--- src/rtl/tia_hctr_pkg.sv ---
// Shared constants and helpers for the TIA horizontal counter: step numbers,
// the LFSR patterns they correspond to, and the polynomial advance rule.
package tia_hctr_pkg;

  localparam int STEP_CLOCKS_DEF = 4;
  localparam int LINE_STEPS_DEF  = 57;

  // Step numbers of the decoded events within a line
  localparam int STEP_SHB  = 0;
  localparam int STEP_SHS  = 4;
  localparam int STEP_RHS  = 8;
  localparam int STEP_RCB  = 12;
  localparam int STEP_RHB  = 16;
  localparam int STEP_LRHB = 18;
  localparam int STEP_CNT  = 36;
  localparam int STEP_END  = 56;

  // LFSR states reached after the given number of advances from 000000
  localparam logic [5:0] PAT_SHB  = 6'b000000;
  localparam logic [5:0] PAT_SHS  = 6'b111100;
  localparam logic [5:0] PAT_RHS  = 6'b110111;
  localparam logic [5:0] PAT_RCB  = 6'b001111;
  localparam logic [5:0] PAT_RHB  = 6'b011100;
  localparam logic [5:0] PAT_LRHB = 6'b010111;
  localparam logic [5:0] PAT_CNT  = 6'b101100;
  localparam logic [5:0] PAT_END  = 6'b010100;

  // Index of each strobe within the decode vector
  localparam int SEL_SHB = 0;
  localparam int SEL_SHS = 1;
  localparam int SEL_RHS = 2;
  localparam int SEL_RCB = 3;
  localparam int SEL_RHB = 4;
  localparam int SEL_CNT = 5;
  localparam int NUM_STROBES = 6;

  // Polynomial advance: XNOR of the two low bits shifts in at the top
  function automatic logic [5:0] lfsr_advance(input logic [5:0] h);
    return {~(h[0] ^ h[1]), h[5:1]};
  endfunction

  // State reached after n advances from 000000 (elaboration-time use)
  function automatic logic [5:0] lfsr_pattern(input int n);
    logic [5:0] h;
    h = 6'b000000;
    for (int i = 0; i < n; i++) h = lfsr_advance(h);
    return h;
  endfunction

endpackage

--- src/rtl/tia_lfsr6.sv ---
// 6-bit polynomial counter with synchronous load-to-zero and advance enable.
module tia_lfsr6
  import tia_hctr_pkg::*;
(
  input  logic       clock,
  input  logic       reset,
  input  logic       load_zero,
  input  logic       advance,
  output logic [5:0] state
);

  logic [5:0] state_reg;
  logic [5:0] state_next;

  // Load-zero overrides the advance so a restart always lands on step 0
  always_comb begin
    state_next = state_reg;
    if (load_zero)
      state_next = 6'b000000;
    else if (advance)
      state_next = lfsr_advance(state_reg);
  end

  // State register
  always_ff @(posedge clock) begin
    if (reset)
      state_reg <= 6'b000000;
    else
      state_reg <= state_next;
  end

  assign state = state_reg;

endmodule

--- src/rtl/tia_hsync_decode.sv ---
// Horizontal timing generator: divides the colour clock into steps, runs the
// LFSR line counter and decodes the active-low set/reset strobes.
module tia_hsync_decode
  import tia_hctr_pkg::*;
#(
  parameter int STEP_CLOCKS = STEP_CLOCKS_DEF,
  parameter int LINE_STEPS  = LINE_STEPS_DEF
) (
  input  logic       clock,
  input  logic       reset,
  input  logic       rsync,
  input  logic       hmove_late,
  output logic       shb_n,
  output logic       shs_n,
  output logic       rhs_n,
  output logic       rcb_n,
  output logic       rhb_n,
  output logic       cnt_n,
  output logic [5:0] hcount,
  output logic [1:0] phase,
  output logic       line_start
);

  // Last state of the line, derived from the line length so the two agree
  localparam logic [5:0] END_PAT   = lfsr_pattern(LINE_STEPS - 1);
  localparam logic [1:0] LAST_PHASE = 2'(STEP_CLOCKS - 1);

  logic [1:0] phase_reg;
  logic [1:0] phase_next;
  logic [5:0] hcount_w;
  logic       phase_last;
  logic       line_wrap;
  logic       load_zero;
  logic [5:0] dec_pat [NUM_STROBES];
  logic [NUM_STROBES-1:0] strobe_n;

  assign phase_last = (phase_reg == LAST_PHASE);
  assign line_wrap  = phase_last && (hcount_w == END_PAT);
  // rsync and the natural wrap both land on step 0, so coinciding is harmless
  assign load_zero  = rsync || line_wrap;

  tia_lfsr6 u_lfsr (
    .clock     (clock),
    .reset     (reset),
    .load_zero (load_zero),
    .advance   (phase_last),
    .state     (hcount_w)
  );

  // Phase within the step: rsync restarts, otherwise count and wrap
  always_comb begin
    phase_next = phase_reg + 2'd1;
    if (rsync || phase_last)
      phase_next = 2'd0;
  end

  // Phase register
  always_ff @(posedge clock) begin
    if (reset)
      phase_reg <= 2'd0;
    else
      phase_reg <= phase_next;
  end

  // Pattern each strobe decodes; HBLANK reset moves with hmove_late
  always_comb begin
    dec_pat[SEL_SHB] = PAT_SHB;
    dec_pat[SEL_SHS] = PAT_SHS;
    dec_pat[SEL_RHS] = PAT_RHS;
    dec_pat[SEL_RCB] = PAT_RCB;
    dec_pat[SEL_RHB] = hmove_late ? PAT_LRHB : PAT_RHB;
    dec_pat[SEL_CNT] = PAT_CNT;
  end

  // Each strobe is low for the whole step whose state matches its pattern
  genvar gi;
  generate
    for (gi = 0; gi < NUM_STROBES; gi++) begin : g_dec
      assign strobe_n[gi] = (hcount_w != dec_pat[gi]);
    end
  endgenerate

  assign shb_n = strobe_n[SEL_SHB];
  assign shs_n = strobe_n[SEL_SHS];
  assign rhs_n = strobe_n[SEL_RHS];
  assign rcb_n = strobe_n[SEL_RCB];
  assign rhb_n = strobe_n[SEL_RHB];
  assign cnt_n = strobe_n[SEL_CNT];

  assign hcount     = hcount_w;
  assign phase      = phase_reg;
  // Step 0 is the only line position with the all-zero state
  assign line_start = (hcount_w == PAT_SHB) && (phase_reg == 2'd0);

endmodule

--- config.mk ---
export PLATFORM = sky130hd
export DESIGN_NAME = tia_hsync_decode
export DESIGN_NICKNAME = d
export VERILOG_FILES = /design/src/rtl/tia_hctr_pkg.sv /design/src/rtl/tia_lfsr6.sv /design/src/rtl/tia_hsync_decode.sv
export SDC_FILE = /design/constraint.sdc
export NUM_CORES = 1
export LEC_CHECK = 0
export CORE_UTILIZATION = 30
export DETAILED_ROUTE_END_ITERATION = 8
export HOLD_SLACK_MARGIN = 0.12
export PLACE_DENSITY = 0.57
export SYNTH_ARGS = -nofsm -noshare
export SYNTH_HDL_FRONTEND = slang
export SYNTH_SLANG_ARGS = --single-unit
--- constraint.sdc ---
create_clock -name clock -period 1.7 [get_ports clock]
set_input_delay 0.34 -clock clock [delete_from_list [all_inputs] [get_ports clock]]
set_output_delay 0.34 -clock clock [all_outputs]
set_load 0.02 [all_outputs]
; ---- Word-level counts from Yosys, hierarchy flattened
; Cells that the tools add are included.
[word_totals]
out_inout_bits = 15
word_cells = 22
inputBits = 4
latch_bits = 0
ramBits = 0
romBits = 0
ff_bits = 8
mem_count = 0
[classes]
reduce_logical = 9
shifts = 0
n_mul = 0
div_mod_pow = 0
n_addsub = 1
order_cmp = 0
n_mux = 1
eq_ne = 7
bitwise = 2
[ops]
columns = cell, n
row1 = $ne A6 B6 Y1 const B, 3
row2 = $eq A6 B5 Y1 const B, 1
row3 = $logic_not A6 Y1, 1
row4 = $ne A6 B4 Y1 const B, 1
row5 = $ne A6 B5 Y1, 1
row6 = $reduce_bool A6 Y1, 1
row7 = $mux W4, 1
row8 = $reduce_or A2 Y1, 2
row9 = $add A2 B1 Y2 const B, 1
row10 = $eq A2 B2 Y1 const B, 1
row11 = $logic_and A1 B1 Y1, 2
row12 = $logic_not A2 Y1, 1
row13 = $logic_or A1 B1 Y1, 2
row14 = $not A1 Y1, 1
row15 = $xor A1 B1 Y1, 1

; ---- Depth between registers and ports, before layout
[depth]
word_depth = 4
mapped_depth = 5
mapped_depth_nobuf = 5

; ---- Modules after synthesis
; From an unflattened synthesis, not the netlist that was laid out.
[hier_totals]
cells_unflattened = 47
area_unflattened_um2 = 442.9
[by_module_without_submodules]
columns = mod, seq_area_each_um2, area_each_um2, cells_each, n_inst
row1 = tia_lfsr6, 120.1, 240.2, 23, 1
row2 = tia_hsync_decode, 40.0, 202.7, 24, 1

; ---- Least setup slack after synthesis
; OpenSTA, ideal clock, no wires.
[synth_timing]
kind = reg2out
start = reg u_lfsr.state_reg[1] (netlist: u_lfsr.state[1])
end = out line_start
path_buffers = 0
stages_incl_launch_ff = 6
setup_slack_ns = -0.110
required_time_ns = 1.360
arrival_time_ns = 1.470
cell_sequence = dfxtp_1 -> inv_1 -> ha_1 -> nand2b_4 -> or4_4 -> nor2_2
[synth_between]
elab_chain_len = 2
[synth_rtl]
columns = item, line_no
row1 = start: declaration, tia_lfsr6.sv:12  ; logic [5:0] state_reg;
row2 = start signal: assignment, tia_lfsr6.sv:29  ; state_reg <= state_next;
row3 = $logic_not A6 Y1, tia_hsync_decode.sv:93  ; assign line_start = (hcount_w == PAT_SHB) && (phase_reg == 2'd0);
row4 = $logic_and A1 B1 Y1, tia_hsync_decode.sv:93
row5 = end: declaration, tia_hsync_decode.sv:21  ; output logic line_start
; Every way passes these cells.

; ---- Worst setup path after layout
[layout_timing]
start = reg u_lfsr.state_reg[0] (netlist: u_lfsr.state[0])
end = out line_start
; Same word-level chain as after synthesis.

==> out/summary.log <==
INFO  worst_setup_path critical_path_buf_inv_count=2
INFO  synth          post_synth.cell_area_avg=8.76um2
INFO  floorplanning  fp.dieArea=1740um2
INFO  worst_setup_path slowest_stage_delay_cp=440ps
INFO  pwr            pleak=0.369nW
INFO  timing         timing.fmax=0.548GHz
INFO  clock_tree     clock_tree.buffer_depth=2
INFO  route          ant_nets=0
INFO  worst_setup_path cp_num_cells=6
INFO  worst_setup_path worstPathArrival=1490ps
INFO  run_status     violations_in_the_final_reports=setup timing
INFO  run_status     outcome=finished, violations left
INFO  route          drt-wirelength-per-cell=11.0um
INFO  timing         min_cycle_time_layout=1830ps
INFO  clock_tree     clk_root_buffer_cell=sky130_fd_sc_hd__clkbuf_4
INFO  synth          ys.warnings.count=0
INFO  timing         timing.final.setup_violations=2
INFO  worst_hold_path min-delay-path-class=register to register
INFO  timing         grt_setup_unrepaired=true
INFO  clock_tree     tritoncts.num_buffers=3
INFO  synth          synthAdderAreaFrac=10.6%
INFO  synth          yosysSeqAreaShare=33.9%
INFO  route          drc=0
INFO  route          vias_per_cell=4.92
INFO  pwr            netSwitchingPower=0.0000771W
INFO  worst_setup_path worstSetupStartpointType=register
INFO  route          detailedRoute.firstPassIterationCount=1
INFO  timing         worst_setup_slack_final=-125ps
INFO  synth          async_flop_share=0%
INFO  grt            grt_pass1_vias=427
INFO  worst_setup_path critical_path_class=register to output port
INFO  timing         final.setup_skew=3.99ps
INFO  grt            grt_overflow=0
INFO  synth          synth_xor_xnor_area_share=0%
INFO  worst_setup_path worst_setup_path_endpoint=line_start
INFO  final_layout   area_growth_synth_to_finish=63.0%
INFO  grt            grt_start_max_net_pins=12
INFO  placed_design  gp_congestion=0.737
INFO  worst_setup_path critPathMaxFanout=2
INFO  synth          yosys_register_bits=8
INFO  route          dr.first_iter.drc_count=0
INFO  flow_run       max_cap_violations=0
INFO  floorplanning  die_height=41.7um
INFO  worst_setup_path worst_setup_path_end_kind=output port
INFO  pwr            power.share.switching=20.9%
INFO  placed_design  place.port_buffers=18
INFO  synth          main_combinational_cell_family_by_area_after_synthesis=simple AND/OR/NAND/NOR gates
INFO  final_layout   drive_gt1_share=38.6%
INFO  final_layout   largest_register_ff_count=6
INFO  final_layout   final_net_count=93
INFO  placed_design  place_hpwl=828um
INFO  clock_tree     cts_tree=yes
INFO  synth          library_cell_with_the_highest_instance_count_after_synthesis=sky130_fd_sc_hd__dfxtp_1
INFO  pwr            power.ir.vdd_worst=0.346mV
INFO  final_layout   insertedDiodeCount=0
INFO  synth          top_area_cell_type_share_of_the_netlist_area=33.9%
INFO  worst_setup_path cp-startpoint=u_lfsr.state[0]
INFO  placed_design  detailed_place.area=747um2
INFO  floorplanning  die_w=41.7um
INFO  worst_setup_path regToRegEndpoint=u_lfsr.state[4]
INFO  grt            groute.usage.overall=13.3%
INFO  pwr            clkPwrFrac=37.1%
INFO  synth          post-synth-top-area-cell=sky130_fd_sc_hd__dfxtp_1
INFO  timing         worst-slew-pin-transition=476ps
INFO  worst_setup_path timing.critical_path.max_delay_family=simple AND/OR/NAND/NOR gates
INFO  final_layout   fin_area=771um2
INFO  clock_tree     cts_htree_levels=1
INFO  worst_setup_path timing.reg2reg.setup_slack=390ps
INFO  synth          synth-main-ff-cell=sky130_fd_sc_hd__dfxtp_1
INFO  worst_setup_path cp.required=1360ps
INFO  floorplanning  coreArea=1380um2
INFO  pwr            total_power=0.000369W
INFO  clock_tree     post_cts_hold_buffer_count=0
INFO  synth          yosys.cell_types.count=22
INFO  timing         setup-tns-final=-190ps
INFO  route          postRouteWirelength=1070um
INFO  pwr            power.internal=0.000292W
INFO  synth          synth.top_cells.by_area=sky130_fd_sc_hd__dfxtp_1 34%, sky130_fd_sc_hd__ha_1 11%, sky130_fd_sc_hd__mux2i_1 6.3%
INFO  grt            grt_antenna_before_repair=0
INFO  synth          synthesis.instances=54
INFO  synth          syn-cell-area=473um2
INFO  floorplanning  floorplan.io_pins=19
INFO  worst_setup_path ff2ff_path_depth=4
INFO  floorplanning  initial_core_utilization=34.2%
INFO  floorplanning  std_cell_rows=13
INFO  grt            wire_length_of_the_first_global_routing_pass=1840um
INFO  synth          synth_enable_flop_cells=0
INFO  clock_tree     clk-insertion-delay-late=240ps
INFO  synth          synth_compound_area_share=7.94%
INFO  synth          yosys-top-cells-count=8 x sky130_fd_sc_hd__dfxtp_1, 7 x sky130_fd_sc_hd__nor2_1, 6 x sky130_fd_sc_hd__inv_1, 4 x sky130_fd_sc_hd__ha_1
INFO  synth          net_count_synth=62
INFO  timing         drv_slew=0
INFO  worst_setup_path reg2reg_launch_point=phase[0]
INFO  pwr            comb_power_share=11.1%
INFO  synth          synth_simple_gate_area_share=31.2%
INFO  clock_tree     clk_pin_slew=50ps
INFO  timing         hold-worst-slack=526ps
INFO  timing         final-hold-violation-count=0
INFO  timing         slew-limit-headroom=68.3%
INFO  timing         final.period_utilization=107%
INFO  route          route.vias.total=482
INFO  worst_setup_path critical-path-slowest-cell=sky130_fd_sc_hd__or4_4
INFO  clock_tree     tritoncts_num_sinks=8
INFO  pwr            p_per_area=479nW/um2
INFO  synth          yosys-mux-area-fraction=6.35%
INFO  worst_setup_path timing.critical_path.cells=inv_2 -> ha_4 -> nand2b_4 -> or4_4 -> nor2_4 -> buf_6
INFO  pwr            power.share.sequential=51.8%
-- worst reg2reg max path: cells and delay by family, from the launching register on --
| family | cells | cell delay (ps) |
|---|---|---|
| adders and majority gates | 1 | 420 |
| DFF | 1 | 320 |
| muxes | 1 | 280 |
| buffers and inverters | 1 | 120 |
| and+or+nand+nor | 1 | 50 |
-- power by group through the flow --
stage               sequential (W)  combinational [W]  clock (W)
finish                    0.000191          0.0000409   0.000137
global route              0.000191          0.0000439   0.000154
CTS                       0.000191          0.0000414   0.000145
detailed placement        0.000195          0.0000398          0
global placement          0.000195          0.0000394          0
floorplan                 0.000199          0.0000162          0
-- cell type report --
cell class	count	area, um2
multi-input combinational	36	289
inverter	6	22.5
fill	140	612
clock buffer	3	22.5
sequential	8	163
tap	15	18.8
timing repair buffer	30	255
-- through the flow --
step                setup slack, ps  utilization [%]  cells
floorplan                     -14.3                -     54
global placement               -379             54.0     95
detailed placement             -401             54.0     95
CTS                            -149             56.0     98
global route                   -198             55.7     98
finish                         -125             55.7     98
-- kinds of logic after synthesis --
logic type	after synthesis
buf+inv	10
flops	8
simple gates	25
mux	3
compound gates	4
fa+ha+maj	4
-- routing by layer --
| metal | global-route usage (%) | wire, um | vias up | share of wire (%) |
|---|---|---|---|---|
| met4 | 5.81 | 5 | 0 | 0.47 |
| met3 | 3.91 | 48 | 2 | 4.5 |
| met2 | 19.7 | 521 | 12 | 49 |
| met1 | 17.9 | 498 | 220 | 46 |
| li1 | - | - | 248 | - |
| met5 | 0 | 0 | - | 0 |
-- timing repair --
item                                    CTS  global route
resized for setup                        25            11
endpoints found under the setup margin    7            10
buffers inserted                          0             0
pin swaps                                 1             0
-- worst min-delay path by stage --
stage                    startpoint               to  slack, ps  cells past startpoint
finish                     phase[0]         phase[0]        530                      2
detailed placement         phase[0]         phase[0]        530                      2
CTS                        phase[0]         phase[0]        530                      2
global route               phase[0]         phase[0]        560                      2
global placement           phase[0]         phase[0]        520                      2
floorplan           u_lfsr.state[0]  u_lfsr.state[0]        550                      2
-- layout by cell type, fill, tap and decap left out --
| cell | n |
|---|---|
| sky130_fd_sc_hd__a2111oi_2 | 1 |
| sky130_fd_sc_hd__buf_2 | 2 |
| sky130_fd_sc_hd__buf_4 | 12 |
| sky130_fd_sc_hd__buf_6 | 2 |
| sky130_fd_sc_hd__clkbuf_2 | 3 |
| sky130_fd_sc_hd__clkbuf_4 | 3 |
| sky130_fd_sc_hd__clkdlybuf4s50_1 | 8 |
| sky130_fd_sc_hd__dfxtp_1 | 6 |
| sky130_fd_sc_hd__dfxtp_2 | 2 |
| sky130_fd_sc_hd__dlymetal6s2s_1 | 3 |
| sky130_fd_sc_hd__ha_1 | 3 |
| sky130_fd_sc_hd__ha_4 | 1 |
| sky130_fd_sc_hd__inv_1 | 4 |
| sky130_fd_sc_hd__inv_2 | 2 |
| sky130_fd_sc_hd__mux2i_1 | 3 |
| sky130_fd_sc_hd__nand2_1 | 2 |
| sky130_fd_sc_hd__nand2b_4 | 1 |
| sky130_fd_sc_hd__nand3_1 | 3 |
| sky130_fd_sc_hd__nand4_1 | 2 |
| sky130_fd_sc_hd__nand4b_1 | 1 |
| sky130_fd_sc_hd__nor2_1 | 7 |
| sky130_fd_sc_hd__nor2_4 | 1 |
| sky130_fd_sc_hd__nor3_1 | 3 |
| sky130_fd_sc_hd__nor3b_1 | 1 |
| sky130_fd_sc_hd__nor4b_1 | 1 |
| sky130_fd_sc_hd__nor4b_2 | 1 |
| sky130_fd_sc_hd__o21ai_0 | 1 |
| sky130_fd_sc_hd__o32ai_1 | 2 |
| sky130_fd_sc_hd__or2_0 | 1 |
| sky130_fd_sc_hd__or4_4 | 1 |
No activity file was read; power rests on OpenSTA's default activity.
